$ cat config.mk
export PLATFORM = sky130hd
export DESIGN_NAME = ppu_frame_timer
export DESIGN_NICKNAME = d
export VERILOG_FILES = /design/src/rtl/ppu_frame_timer.sv
export SDC_FILE = /design/constraint.sdc
export NUM_CORES = 1
export LEC_CHECK = 0
export BUFFER_PORTS_ARGS = -buffer_cell sky130_fd_sc_hd__buf_2
export CAP_MARGIN = 25
export CORE_ASPECT_RATIO = 1.25
export CORE_MARGIN = 2
export CORE_UTILIZATION = 46
export DETAILED_ROUTE_END_ITERATION = 6
export PLACE_DENSITY = 0.82
export SYNTH_ARGS = -nofsm -noshare
export SYNTH_HDL_FRONTEND = slang
export SYNTH_SLANG_ARGS = --single-unit
$ cat constraint.sdc
create_clock -name clk -period 2.1 [get_ports clk]
set_clock_uncertainty 0.05 [all_clocks]
set_input_delay 0.105 -clock clk [delete_from_list [all_inputs] [get_ports clk]]
set_output_delay 0.105 -clock clk [all_outputs]
set_load 0.02 [all_outputs]
$ cat src/rtl/ppu_frame_timer.sv
`default_nettype none
`timescale 1ns/1ps
// +--------------------------------------------------------------------------+
// | ppu_frame_timer: PPU dot/scanline timebase, vblank flag, NMI, restart.    |
// | Rev 1.0                                                                   |
// +--------------------------------------------------------------------------+
module ppu_frame_timer #(
  parameter int DOTS_PER_LINE   = 341,
  parameter int LINES_PER_FRAME = 262,
  parameter int VBLANK_LINE     = 241,
  parameter int PRERENDER_LINE  = 261
) (
  input  logic        clk,
  input  logic        rst,
  input  logic [7:0]  ppu_ctrl1,
  input  logic [7:0]  ppu_ctrl2,
  input  logic [15:0] cpu_addr,
  input  logic        cpu_rd,
  output logic [8:0]  dot,
  output logic [8:0]  scanline,
  output logic        vblank_flag,
  output logic        nmi_n,
  output logic        frame_restart,
  output logic        odd_frame,
  output logic        render_active
);

  localparam logic [8:0] c_last_dot  = 9'(DOTS_PER_LINE - 1);
  localparam logic [8:0] c_skip_dot  = 9'(DOTS_PER_LINE - 2);
  localparam logic [8:0] c_last_line = 9'(LINES_PER_FRAME - 1);
  localparam logic [8:0] c_vbl_line  = 9'(VBLANK_LINE);
  localparam logic [8:0] c_pre_line  = 9'(PRERENDER_LINE);
  localparam logic [8:0] c_vis_lines = 9'd240;

  logic [8:0] r_dot, r_line;
  logic       r_vbl, r_nmi_n, r_restart, r_odd;

  logic [8:0] w_dot_nxt, w_line_nxt;
  logic       w_odd_nxt, w_vbl_nxt;
  logic       w_render_en, w_status_rd, w_set, w_clr, w_skip;
  logic       w_unused;

  assign w_render_en = ppu_ctrl2[3] | ppu_ctrl2[4];
  // Any $2002 mirror inside $2000-$3FFF
  assign w_status_rd = cpu_rd && (cpu_addr[15:13] == 3'b001) && (cpu_addr[2:0] == 3'd2);
  assign w_set  = (r_line == c_vbl_line) && (r_dot == 9'd1);
  assign w_clr  = (r_line == c_pre_line) && (r_dot == 9'd1);
  assign w_skip = (r_line == c_pre_line) && (r_dot == c_skip_dot) && r_odd && w_render_en;

  assign w_unused = ^{cpu_addr[12:3], ppu_ctrl1[6:0], ppu_ctrl2[7:5], ppu_ctrl2[2:0]};

  always_comb begin
    w_dot_nxt  = r_dot + 9'd1;
    w_line_nxt = r_line;
    w_odd_nxt  = r_odd;
    if (w_skip) begin
      w_dot_nxt  = 9'd0;
      w_line_nxt = 9'd0;
      w_odd_nxt  = ~r_odd;
    end else if (r_dot == c_last_dot) begin
      w_dot_nxt = 9'd0;
      if (r_line == c_last_line) begin
        w_line_nxt = 9'd0;
        w_odd_nxt  = ~r_odd;
      end else begin
        w_line_nxt = r_line + 9'd1;
      end
    end
  end

  // A read on the set edge wins, which suppresses the flag and NMI for the frame
  always_comb begin
    w_vbl_nxt = r_vbl;
    if (w_clr || w_status_rd) begin
      w_vbl_nxt = 1'b0;
    end else if (w_set) begin
      w_vbl_nxt = 1'b1;
    end
  end

  always_ff @(posedge clk or posedge rst) begin
    if (rst) begin
      r_dot     <= 9'd0;
      r_line    <= 9'd0;
      r_vbl     <= 1'b0;
      r_nmi_n   <= 1'b1;
      r_restart <= 1'b0;
      r_odd     <= 1'b0;
    end else begin
      r_dot     <= w_dot_nxt;
      r_line    <= w_line_nxt;
      r_odd     <= w_odd_nxt;
      r_vbl     <= w_vbl_nxt;
      r_nmi_n   <= ~(w_vbl_nxt & ppu_ctrl1[7]);
      r_restart <= w_clr;
    end
  end

  assign dot           = r_dot;
  assign scanline      = r_line;
  assign vblank_flag   = r_vbl;
  assign nmi_n         = r_nmi_n;
  assign frame_restart = r_restart;
  assign odd_frame     = r_odd;
  assign render_active = w_render_en && ((r_line < c_vis_lines) || (r_line == c_pre_line));

endmodule
`default_nettype wire

== After elaboration in Yosys (flattened, before gate mapping) ==
Index checks and enable logic that the tools add are counted.
Operators by class
  bitwise logic cells: 4
  mux-type cells: 10
  magnitude comparators: 1
  equality and inequality tests: 7
  multiply operators: 0
  divide/modulo/power cells: 0
  reductions and logical operators: 13
  shifts and indexed selects: 0
  add/sub/neg operators: 2
Operator list (number)
  $mux W9: 5
  $eq A9 B9 Y1 const B: 3
  $add A9 B1 Y9 const B: 2
  $eq A9 B1 Y1 const B: 1
  $eq A9 B8 Y1 const B: 1
  $lt A9 B8 Y1 const B: 1
  $logic_and A1 B1 Y1: 8
  $mux W1: 5
  $reduce_bool A2 Y1: 2
  $eq A3 B1 Y1 const B: 1
  $eq A3 B2 Y1 const B: 1
  $logic_or A1 B1 Y1: 2
  $not A1 Y1: 2
  $reduce_and A2 Y1: 1
  $and A1 B1 Y1: 1
  $or A1 B1 Y1: 1
Storage, ports and cells
  latch bits: 0
  RAM bits: 0
  bits in registers: 22
  memories: 0
  memory bits (read-only): 0
  output and inout bits: 23

== Depth between registers and ports, before layout ==
  depth after elaboration: 7
  gate-level depth with buffers: 7

== Worst setup path before layout ==
Ideal clock, no wire load.
  path kind: reg-to-reg
  start: register r_dot[0] (netlist: dot[0])
  end: register r_line[2] (netlist: scanline[2])
  required time: 1.928 ns
  period minus slack after synthesis: 1.947 ns
  setup slack: 0.153 ns
  arrival time: 1.776 ns
  stages on the path, launching flop included: 6
  cells stage by stage: dfrtp_1 -> ha_1 -> nand2_1 -> or3_4 -> a221o_1 -> a32o_1
Between the ends
  word-level cells in the longest chain between the ends: 5
  elaborated cells between the ends (all ways): 7
Ends and longest elaborated chain
  start, declared: line 35  | logic [8:0] r_dot, r_line;
  start signal, assigned: line 90  | r_dot <= w_dot_nxt;
  $eq A9 B9 Y1: line 48  | assign w_skip = (r_line == c_pre_line) && (r_dot == c_skip_dot) && r_odd && w_render_en;
  $logic_and A1 B1 Y1 (3 in a row): line 48
  $mux W9 or $reduce_bool A2 Y1 (tied branches)
  end signal, assigned: line 91  | r_line <= w_line_nxt;
  end, declared: line 35
Several ways; a longest one is shown, not always the timed one.
A chain may end at the register's enable or synchronous reset.

== Worst setup path after layout ==
  start: register r_line[1] (netlist: scanline[1])
  end: output port render_active
Between the ends
  word-level cells in the longest chain between the ends: 3
  elaborated cells between the ends (all ways): 4
Ends and longest elaborated chain
  $lt A9 B8 Y1 or $eq A9 B9 Y1 (tied branches): line 105  | assign render_active = w_render_en && ((r_line < c_vis_lines) || (r_line == c_pre_line));
  $logic_or A1 B1 Y1 *: line 105
  $logic_and A1 B1 Y1 *: line 105
  end, declared: line 25  | output logic render_active
Every way passes the cells marked *; elsewhere a longest branch is shown, timed or not.

==> metrics.txt <==
# TYPE chip_impl_metric gauge
chip_impl_metric{name="num-nets-final",unit=""} 206
chip_impl_metric{name="power.density",unit="nW/um^2"} 507
chip_impl_metric{name="synth_enable_flop_cells",unit=""} 0
chip_impl_metric{name="vias_per_cell",unit=""} 5.77
chip_impl_metric{name="worst_hold_path.num_cells",unit=""} 3
chip_impl_metric{name="layout_worst_path_cycle_share",unit="%"} 93.4
chip_impl_metric{name="detail_route.wirelength",unit="um"} 3080
chip_impl_info{name="hold_path.class",value="primary input to flip-flop"} 1
chip_impl_info{name="synthDominantAreaCellType",value="sky130_fd_sc_hd__dfrtp_1"} 1
chip_impl_metric{name="power_frac_seq",unit="%"} 53.7
chip_impl_metric{name="initial_antenna_violation_count",unit=""} 0
chip_impl_metric{name="drt-pass1-iter-count",unit=""} 4
chip_impl_metric{name="setup_viol",unit=""} 0
chip_impl_metric{name="syn_std_cell_area",unit="um^2"} 1310
chip_impl_metric{name="core_area",unit="um^2"} 2680
chip_impl_metric{name="gpl.final_weighted_congestion",unit=""} 0.835
chip_impl_info{name="ys_top_cells_by_area",value="sky130_fd_sc_hd__dfrtp_1, sky130_fd_sc_hd__ha_1, sky130_fd_sc_hd__xor2_1"} 1
chip_impl_info{name="cp_slowest_cell",value="sky130_fd_sc_hd__dfrtp_1"} 1
chip_impl_metric{name="maxCapViolations",unit=""} 0
chip_impl_metric{name="flow.area_growth_from_synthesis",unit="%"} 21.9
chip_impl_metric{name="max-clock-path-buffers",unit=""} 2
chip_impl_metric{name="ys_async_sr_fraction",unit="%"} 100
chip_impl_metric{name="post-route-drc-count",unit=""} 0
chip_impl_metric{name="dp_hpwl",unit="um"} 2250
chip_impl_metric{name="achievable-frequency",unit="MHz"} 510
chip_impl_metric{name="crit_fanout",unit=""} 5
chip_impl_metric{name="floorplan.die.width",unit="um"} 51.6
chip_impl_metric{name="routed_vias",unit=""} 1149
chip_impl_metric{name="synth.ff_latch_count",unit=""} 22
chip_impl_metric{name="pwr-share-clk",unit="%"} 40.9
chip_impl_metric{name="cts-htree-levels",unit=""} 1
chip_impl_metric{name="netSwitchingPower",unit="W"} 0.000165
chip_impl_metric{name="critical_path_arrival",unit="ps"} 1810
chip_impl_metric{name="syn_area_per_cell",unit="um^2"} 10.3
chip_impl_metric{name="via_count_of_the_first_global_routing_pass",unit=""} 1145
chip_impl_metric{name="timing_max_transition_violations_final",unit=""} 0
chip_impl_metric{name="max_stage_delay",unit="ps"} 440
chip_impl_info{name="cts_tree",value="done"} 1
chip_impl_metric{name="wl_per_cell",unit="um"} 15.5
chip_impl_metric{name="path_clk_slew",unit="ps"} 130
chip_impl_metric{name="fillerInstances",unit=""} 237
chip_impl_metric{name="finalCriticalPeriod",unit="ps"} 1960
chip_impl_metric{name="crit_required",unit="ps"} 1950
chip_impl_metric{name="timing.slew.headroom",unit="%"} 44.0
chip_impl_info{name="mostFrequentLayoutCell",value="sky130_fd_sc_hd__buf_2"} 1
chip_impl_metric{name="final_layout_size_suffix_gt1_share",unit="%"} 33.3
chip_impl_metric{name="initialDrtViolationCount",unit=""} 19
chip_impl_metric{name="swShare",unit="%"} 20.4
chip_impl_metric{name="placement.io_buffers",unit=""} 34
chip_impl_metric{name="clock_insertion_delay_worst_skew",unit="ps"} 320
chip_impl_metric{name="rows",unit=""} 21
chip_impl_metric{name="dieHeight",unit="um"} 63.6
chip_impl_info{name="cts_root_buf",value="sky130_fd_sc_hd__clkbuf_4"} 1
chip_impl_metric{name="cellInternalPower",unit="W"} 0.000642
chip_impl_metric{name="hold_viol",unit=""} 0
chip_impl_info{name="run_status",value="completed"} 1
chip_impl_metric{name="drt.antenna.violating_nets",unit=""} 0
chip_impl_metric{name="overflow",unit=""} 0
chip_impl_metric{name="fin_setup_tns",unit="ps"} 0
chip_impl_info{name="critPathKind",value="flip-flop to primary output"} 1
chip_impl_metric{name="combined_area_of_the_multi_input_logic_cells",unit="um^2"} 722
chip_impl_metric{name="grt_pass1_wl",unit="um"} 5160
chip_impl_metric{name="static-leakage-power",unit="nW"} 0.723
chip_impl_metric{name="power_frac_comb",unit="%"} 5.4
chip_impl_metric{name="clock_buffer_count_from_cts",unit=""} 3
chip_impl_metric{name="n_antenna_cell",unit=""} 0
chip_impl_info{name="setup_repair_after_global_routing_missed_its_margin",value="false"} 1
chip_impl_metric{name="grt_start_max_net_pins",unit=""} 23
chip_impl_metric{name="power.ir.vdd_worst",unit="V"} 0.000362
chip_impl_info{name="most-common-layout-cells",value="sky130_fd_sc_hd__buf_2, sky130_fd_sc_hd__dfrtp_1, sky130_fd_sc_hd__nand2_1, sky130_fd_sc_hd__a21oi_1, sky130_fd_sc_hd__xor2_1"} 1
chip_impl_metric{name="synth_sequential_area_ratio",unit="%"} 42.3
chip_impl_metric{name="io_pins",unit=""} 58
chip_impl_info{name="crit_end_category",value="primary output"} 1
chip_impl_metric{name="globalRouteTotalUtil",unit="%"} 20.2
chip_impl_info{name="synth_ff_type",value="sky130_fd_sc_hd__dfrtp_1"} 1
chip_impl_metric{name="post-layout-total-power",unit="W"} 0.000807
chip_impl_info{name="timing.critical_path.cells",value="inv_1 > ha_1 > nor4b_4 > nand3_2 > a211oi_2 > buf_2"} 1
chip_impl_metric{name="mapped_nets",unit=""} 167
chip_impl_metric{name="yosysUniqueCellTypes",unit=""} 47
chip_impl_metric{name="synth_warnings",unit=""} 0
chip_impl_metric{name="seq_area",unit="um^2"} 553
chip_impl_metric{name="cts.sinks",unit=""} 22
chip_impl_metric{name="synth.top_cell.area_share",unit="%"} 40.3
chip_impl_metric{name="initial_core_util",unit="%"} 48.7
chip_impl_metric{name="postSynthCellCount",unit=""} 127
chip_impl_info{name="startpoint_type_of_the_worst_setup_path",value="flip-flop"} 1
chip_impl_metric{name="die_area",unit="um^2"} 3280
chip_impl_metric{name="logic_depth_of_the_worst_register_to_register_path",unit=""} 7
chip_impl_metric{name="timing_worst_slew_pin_value",unit="ps"} 839
==> power groups by stage <==
stage	sequential [W]	combinational (W)	clock (W)
after global routing	0.000434	0.0000478	0.000350
after floorplan	0.000449	0.0000139	0
after CTS	0.000434	0.0000438	0.000332
after global placement	0.000441	0.0000401	0
final	0.000433	0.0000433	0.000330
after detailed placement	0.000442	0.0000410	0
==> state kept, by name (all words and copies together), names as in the netlist <==
register	cells
dot	9
frame_restart	1
nmi_n	1
odd_frame	1
scanline	9
vblank_flag	1
==> Yosys cell counts (2+ instances only) <==
cell type and n:
sky130_fd_sc_hd__ha_1 5, sky130_fd_sc_hd__nor2_1 3, sky130_fd_sc_hd__nand3_1 7, sky130_fd_sc_hd__xor2_1 7
sky130_fd_sc_hd__o21ai_0 4, sky130_fd_sc_hd__a21oi_1 8, sky130_fd_sc_hd__buf_2 2, sky130_fd_sc_hd__nand4_1 4
sky130_fd_sc_hd__and4_1 2, sky130_fd_sc_hd__nor4b_1 2, sky130_fd_sc_hd__nor3_1 5, sky130_fd_sc_hd__xnor2_1 3
sky130_fd_sc_hd__and3_1 5, sky130_fd_sc_hd__o211ai_1 2, sky130_fd_sc_hd__nand2_1 11, sky130_fd_sc_hd__inv_1 4
sky130_fd_sc_hd__dfrtp_1 21, sky130_fd_sc_hd__a22o_1 3
==> cell families (layout without fill, tap and decap cells) <==
logic type                 count (synthesis)  in the layout  share of synthesized area (%)
adders and majority gates                  5              5                           4.79
AOI/OAI and AO/OA                         27             27                           14.0
buffers and inverters                      8             46                           3.16
xor gates and xnor gates                  10             10                           6.71
and+or+nand+nor                           55             55                           29.1
DFF                                       22             22                           42.3
==> worst max-delay path: cells and delay by family (launching register included) <==
| kind | cells | cell delay [ps] |
|---|---|---|
| compound gates | 1 | 230 |
| fa+ha+maj | 1 | 180 |
| buf+inv | 2 | 290 |
| flops | 1 | 440 |
| simple gates | 2 | 370 |
==> cell type report <==
| class | instances | share of cell area [%] |
|---|---|---|
| tap | 34 | 2.68 |
| sequential | 22 | 34.8 |
| clock inverter | 1 | 1.89 |
| clock buffer | 3 | 1.42 |
| timing repair buffer | 38 | 12.9 |
| inverter | 4 | 0.944 |
| multi-input combinational | 97 | 45.4 |
==> final timing paths <==
kind                               from            end  slack [ps]
max                         scanline[1]  render_active         140
min in group asynchronous           rst         dot[7]         420
max reg2reg                 scanline[1]         dot[1]         140
min reg2reg                   odd_frame      odd_frame         500
max in group asynchronous           rst    scanline[0]         990
min                        cpu_addr[15]    vblank_flag          70
==> stage by stage <==
| step | cells | hold WS [ps] | area, um^2 | worst slack, ps | utilization, % |
|---|---|---|---|---|---|
| 3_5_place_dp | 192 | 263 | 1500 | 157 | 55.9 |
| 5_1_grt | 199 | 85.9 | 1590 | 10.8 | 59.3 |
| 6_report | 199 | 74.3 | 1590 | 138 | 59.3 |
| 4_1_cts | 199 | 72.2 | 1580 | 120 | 58.9 |
| 2_1_floorplan | 127 | 43.5 | 1310 | 153 | - |
| 3_3_place_gp | 192 | 249 | 1500 | 244 | 55.9 |
==> metal layers <==
| metal | global-route usage (%) | wire length [um] | part of all wire [%] | up-vias |
|---|---|---|---|---|
| met5 | 0 | 0 | 0 | - |
| met1 | 24.6 | 1290 | 42 | 569 |
| met3 | 2.61 | 107 | 3.5 | 7 |
| li1 | - | - | - | 545 |
| met4 | 8.88 | 53 | 1.7 | 0 |
| met2 | 34.6 | 1630 | 53 | 28 |
==> what timing repair did <==
item                       in CTS  in global routing
hold buffers                    2                  0
setup endpoints to repair       1                  1
setup buffers                   1                  0
hold endpoints to repair       22                  0
resized for setup               0                  3
(Power assumes the default switching activity.)
